`config.mk`:
```
export PLATFORM = sky130hd
export DESIGN_NAME = clk_div_monitor
export DESIGN_NICKNAME = d
export VERILOG_FILES = /design/src/rtl/clk_div_monitor.sv
export SDC_FILE = /design/constraint.sdc
export NUM_CORES = 1
export LEC_CHECK = 0
export BUFFER_PORTS_ARGS = -buffer_cell sky130_fd_sc_hd__buf_4
export CAP_MARGIN = 15
export CORE_MARGIN = 4
export CORE_UTILIZATION = 56
export DETAILED_ROUTE_END_ITERATION = 8
export PLACE_DENSITY = 0.78
export SLEW_MARGIN = 20
export SYNTH_ARGS = -nofsm -noshare
export SYNTH_HDL_FRONTEND = slang
export SYNTH_SLANG_ARGS = --single-unit
```
`constraint.sdc`:
```
create_clock -name clkin -period 3.14 [get_ports clkin]
set_input_delay 0.157 -clock clkin [delete_from_list [all_inputs] [get_ports clkin]]
set_output_delay 0.157 -clock clkin [all_outputs]
set_load 0.02 [all_outputs]
```
`src/rtl/clk_div_monitor.sv`:
```
// Frequency/lock monitor for a divided clock: measures the clkin-cycle period
// between div_clk rising edges and reports lock, sticky period error and stuck clock.
module clk_div_monitor #(
  parameter int CNT_W       = 8,
  parameter int SYNC_STAGES = 2,
  parameter int TOL         = 0,
  parameter int LOCK_CNT    = 4,
  parameter int TIMEOUT     = 16
) (
  input  logic             clkin,
  input  logic             reset_n,
  input  logic             div_clk,
  input  logic             enable,
  input  logic [CNT_W-1:0] expected_period,
  input  logic             clr_err,
  output logic             locked,
  output logic             period_err,
  output logic             stuck,
  output logic             lock_lost,
  output logic [CNT_W-1:0] last_period,
  output logic [1:0]       dbg_state_o,
  output logic [CNT_W-1:0] dbg_period_cnt_o,
  output logic [3:0]       dbg_good_cnt_o
);

  typedef enum logic [1:0] {
    IDLE      = 2'd0,
    WAIT_EDGE = 2'd1,
    CHECK     = 2'd2,
    LOCKED    = 2'd3
  } state_e;

  localparam logic [CNT_W-1:0] CNT_MAX   = '1;
  localparam logic [CNT_W-1:0] CNT_ONE   = CNT_W'(1);
  localparam logic [CNT_W-1:0] TIMEOUT_C = CNT_W'(TIMEOUT);
  localparam logic [3:0]       LOCK_C    = 4'(LOCK_CNT);
  localparam logic [CNT_W:0]   TOL_C     = (CNT_W+1)'(TOL);

  state_e               state_q, state_d;
  logic [SYNC_STAGES-1:0] sync_q;
  logic                 hist_q;
  logic [CNT_W-1:0]     period_cnt_q, period_cnt_d;
  logic [3:0]           good_cnt_q, good_cnt_d;
  logic [CNT_W-1:0]     last_period_q, last_period_d;
  logic                 locked_q, locked_d;
  logic                 period_err_q, period_err_d;
  logic                 stuck_q, stuck_d;
  logic                 lock_lost_q, lock_lost_d;

  logic                 rise;
  logic                 in_tol;
  logic                 timeout_hit;
  logic [CNT_W-1:0]     cnt_inc;
  logic [3:0]           good_inc;
  logic [CNT_W:0]       p_ext, e_ext, diff;
  logic                 err_set, stuck_set;

  // div_clk is asynchronous: synchronize, then keep one history flop for rise detect
  always_ff @(posedge clkin) begin
    if (!reset_n) begin
      sync_q <= '0;
      hist_q <= 1'b0;
    end else begin
      sync_q <= {sync_q[SYNC_STAGES-2:0], div_clk};
      hist_q <= sync_q[SYNC_STAGES-1];
    end
  end

  assign rise = sync_q[SYNC_STAGES-1] & ~hist_q;

  // Distance computed one bit wider so the subtraction never wraps
  always_comb begin
    p_ext  = {1'b0, period_cnt_q};
    e_ext  = {1'b0, expected_period};
    diff   = (p_ext >= e_ext) ? (p_ext - e_ext) : (e_ext - p_ext);
    in_tol = (diff <= TOL_C);
  end

  assign cnt_inc     = (period_cnt_q == CNT_MAX) ? CNT_MAX : period_cnt_q + CNT_ONE;
  assign good_inc    = good_cnt_q + 4'd1;
  assign timeout_hit = (period_cnt_q == TIMEOUT_C);

  always_comb begin
    state_d       = state_q;
    period_cnt_d  = period_cnt_q;
    good_cnt_d    = good_cnt_q;
    last_period_d = last_period_q;
    err_set       = 1'b0;
    stuck_set     = 1'b0;
    lock_lost_d   = 1'b0;

    if (!enable) begin
      state_d      = IDLE;
      period_cnt_d = '0;
      good_cnt_d   = '0;
    end else begin
      case (state_q)
        IDLE: begin
          state_d      = WAIT_EDGE;
          period_cnt_d = '0;
        end
        WAIT_EDGE: begin
          // The arming edge only starts a measurement; it is never evaluated
          if (rise) begin
            state_d      = CHECK;
            period_cnt_d = CNT_ONE;
            good_cnt_d   = '0;
          end else begin
            period_cnt_d = cnt_inc;
            if (timeout_hit) begin
              stuck_set  = 1'b1;
              good_cnt_d = '0;
            end
          end
        end
        CHECK: begin
          if (rise) begin
            last_period_d = period_cnt_q;
            period_cnt_d  = CNT_ONE;
            if (in_tol) begin
              good_cnt_d = good_inc;
              if (good_inc == LOCK_C) state_d = LOCKED;
            end else begin
              good_cnt_d = '0;
            end
          end else begin
            period_cnt_d = cnt_inc;
            if (timeout_hit) begin
              stuck_set  = 1'b1;
              state_d    = WAIT_EDGE;
              good_cnt_d = '0;
            end
          end
        end
        LOCKED: begin
          if (rise) begin
            last_period_d = period_cnt_q;
            period_cnt_d  = CNT_ONE;
            if (!in_tol) begin
              state_d     = CHECK;
              good_cnt_d  = '0;
              err_set     = 1'b1;
              lock_lost_d = 1'b1;
            end
          end else begin
            period_cnt_d = cnt_inc;
            if (timeout_hit) begin
              stuck_set   = 1'b1;
              state_d     = WAIT_EDGE;
              good_cnt_d  = '0;
              lock_lost_d = 1'b1;
            end
          end
        end
        default: begin
          state_d      = IDLE;
          period_cnt_d = '0;
          good_cnt_d   = '0;
        end
      endcase
    end

    // Set has priority over a coincident clear
    period_err_d = err_set | (period_err_q & ~clr_err);
    stuck_d      = stuck_set | (stuck_q & ~clr_err);
    locked_d     = (state_d == LOCKED);
  end

  always_ff @(posedge clkin) begin
    if (!reset_n) begin
      state_q       <= IDLE;
      period_cnt_q  <= '0;
      good_cnt_q    <= '0;
      last_period_q <= '0;
      locked_q      <= 1'b0;
      period_err_q  <= 1'b0;
      stuck_q       <= 1'b0;
      lock_lost_q   <= 1'b0;
    end else begin
      state_q       <= state_d;
      period_cnt_q  <= period_cnt_d;
      good_cnt_q    <= good_cnt_d;
      last_period_q <= last_period_d;
      locked_q      <= locked_d;
      period_err_q  <= period_err_d;
      stuck_q       <= stuck_d;
      lock_lost_q   <= lock_lost_d;
    end
  end

  assign locked           = locked_q;
  assign period_err       = period_err_q;
  assign stuck            = stuck_q;
  assign lock_lost        = lock_lost_q;
  assign last_period      = last_period_q;
  assign dbg_state_o      = state_q;
  assign dbg_period_cnt_o = period_cnt_q;
  assign dbg_good_cnt_o   = good_cnt_q;

endmodule
```
==> reports/qor.yml <==
layout_setup_ws_ps: 471
die_height_um: 70.5
initial_core_util: 0.590
top_layer: "met4"
ctsResizeCount: 0
firstDrtPassIters: 4
outcome: "complete, no violations"
max-cap-violations: 0
area_growth_pct: 18.4
r2r_cells: 9
dieArea_mm2: 0.00498
wl_met3_um: 253
drc: 0
finalCritPeriodShare: 0.850
critPathMaxFanout: 9
post-dp-hpwl_um: 4050
grt_pass1_wl_um: 8760
crit_path_start_kind: "flop"
critical_path_arrival_ps: 2830
ys_warn_count: 0
synth.most_common_cell: "dfxtp_1"
worstPathCellList: "ha_1, and3_4, o21a_4, or4_4, a211oi_2, o2111ai_2, nand2_2, mux2i_1, a211oi_2"
rsz0062_at_grt: "false"
post-place-ws_ps: 467
grt_max_degree: 15
drt_iter0_drc: 167
nFillCells: 311
wl_met1_um: 2410
syn_nets: 310
report.final.slew_viol_count: 0
wl_um: 5160
clock_skew_ps: 10.1
grt_pass1_vias: 1931
cp_top_family: "simple AND/OR/NAND/NOR gates"
cts_tree: "done"
max_clock_freq_ghz: 0.375
row_count: 22
irDropWorstVdd_v: 0.000510
synth_seq_cells: 29
ys.flop_type: "dfxtp_1"
wl_met2_um: 2420
die_w_um: 70.5
cts_buffer_depth: 2
layout-drive-gt1-share: 0.191
gp_congestion: 0.885
ys_async_sr_fraction: 0
post-cts-setup-buffers: 0
syn_area_per_cell_um2: 8.03
synth_common_cells: "29 x dfxtp_1, 27 x inv_1, 25 x nand2_1"
synth.distinct_cells: 56
fin_tns_setup_ps: 0
nets: 345
portBuffers: 38
netlist_instances: 273
synth_top_area_cell: "dfxtp_1"
hold_buffers: 0
wl_per_cell_um: 14.5
avgViaCountPerCell: 5.67
crit_top_cell: "a211oi_2"
grt_usage: 0.215
antenna_found_initial: 0
period_needed_ps: 2670
diodes: 0
power.static_leakage_nw: 1.04
grt-ovfl-total: 0
synth_area_leaders: "dfxtp_1 26%, ha_1 14%, inv_1 4.6%"
crit_path_end_kind: "flop"
max_slew_margin: 0.615
crit_path_top_delay_cell: "dfxtp_1"
cts_root_buffer: "clkbuf_8"
cts.clk_slew.worst_paths_ps: 70
worstMarginPinSlew_ps: 572
required_ps: 3300
num_vias: 2024
power.density_mw_per_mm2: 339
slowest_delay_ps: 480
pin_count: 39
min_path_type: "input port to flop"
htreeDepth: 2
antenna_left: 0
critPathKind: "flop to flop"
setup_viol: 0
clock-sinks: 29
design.core.area_mm2: 0.00372
synth_top_cell_area_share: 0.265
crit_cells: 9
numCtsBuffers: 5
holdPathStages: 2
yosysSeqAreaShare: 0.265
synth_edf_count: 0
syn_area_mm2: 0.00219
hold_violations: 0
cp_num_buf_inv: 0
clk_latency_ps: 280
==> final timing paths <==
kind                        from        end  slack (ps)
min reg2reg            sync_q[0]  sync_q[1]         440
min                      div_clk  sync_q[0]          80
max          dbg_period_cnt_o[2]     locked         470
max reg2reg  dbg_period_cnt_o[2]     locked         470
==> cell families after synthesis <==
group / Yosys count / synth area share
buffers and inverters: 37 / 0.0731
flip-flops: 29 / 0.265
AND/OR/NAND/NOR: 101 / 0.244
XOR/XNOR: 7 / 0.0280
AO/OA/AOI/OAI: 72 / 0.239
adder cells (fa/ha/maj): 24 / 0.137
multiplexers: 3 / 0.0137
==> cells in the final DEF, fill, tap and decap left out, drive strengths merged, types with 8 or more instances in the layout <==
| master | Yosys | final |
|---|---|---|
| a21boi | 8 | 8 |
| a21oi | 20 | 20 |
| and2 | 8 | 8 |
| buf | 5 | 38 |
| dfxtp | 29 | 29 |
| ha | 24 | 24 |
| inv | 27 | 27 |
| nand2 | 26 | 26 |
| nand3 | 12 | 12 |
| nor2 | 18 | 18 |
| nor2b | 10 | 10 |
| o21ai | 13 | 13 |
==> sequential cells by signal (all words and copies together), names as in the netlist <==
| signal | flops |
|---|---|
| stuck | 1 |
| hist_q | 1 |
| sync_q | 2 |
| locked | 1 |
| lock_lost | 1 |
| dbg_good_cnt_o | 4 |
| period_err | 1 |
| dbg_state_o | 2 |
| dbg_period_cnt_o | 8 |
| last_period | 8 |
==> power breakdown <==
part | switching [mW] | leakage, nW | internal [mW]
clock | 0.143 | 0.0585 | 0.258
combinational | 0.0584 | 0.751 | 0.0450
sequential | 0.00262 | 0.234 | 0.370
==> cell type report <==
cell class / instances / area (µm²) / share of cell area
Sequential cell: 29 / 581 / 0.224
Inverter: 27 / 101 / 0.0391
Timing Repair Buffer: 38 / 285 / 0.110
Multi-Input combinational cell: 207 / 1450 / 0.559
Clock inverter: 1 / 30.0 / 0.0116
Clock buffer: 7 / 86.3 / 0.0333
Tap cell: 48 / 60.1 / 0.0232
==> metrics by stage <==
| step | util | hold slack [ps] | cell area [µm²] | std cells | power (mW) |
|---|---|---|---|---|---|
| final | 0.698 | 84.5 | 2590 | 357 | 0.878 |
| after global routing | 0.698 | 87.0 | 2590 | 357 | 0.914 |
| after CTS | 0.698 | 75.2 | 2590 | 357 | 0.885 |
| after detailed placement | 0.667 | 369 | 2480 | 349 | 0.484 |
| after global placement | 0.667 | 370 | 2480 | 349 | 0.482 |
| after floorplan | - | 284 | 2190 | 273 | 0.456 |
==> metal layers <==
layer,vias to the layer above,track usage
met1,936,0.279
met3,8,0.0398
met4,0,0.0752
li1,1034,-
met5,-,0
met2,46,0.360
(Power assumes the default switching activity.)
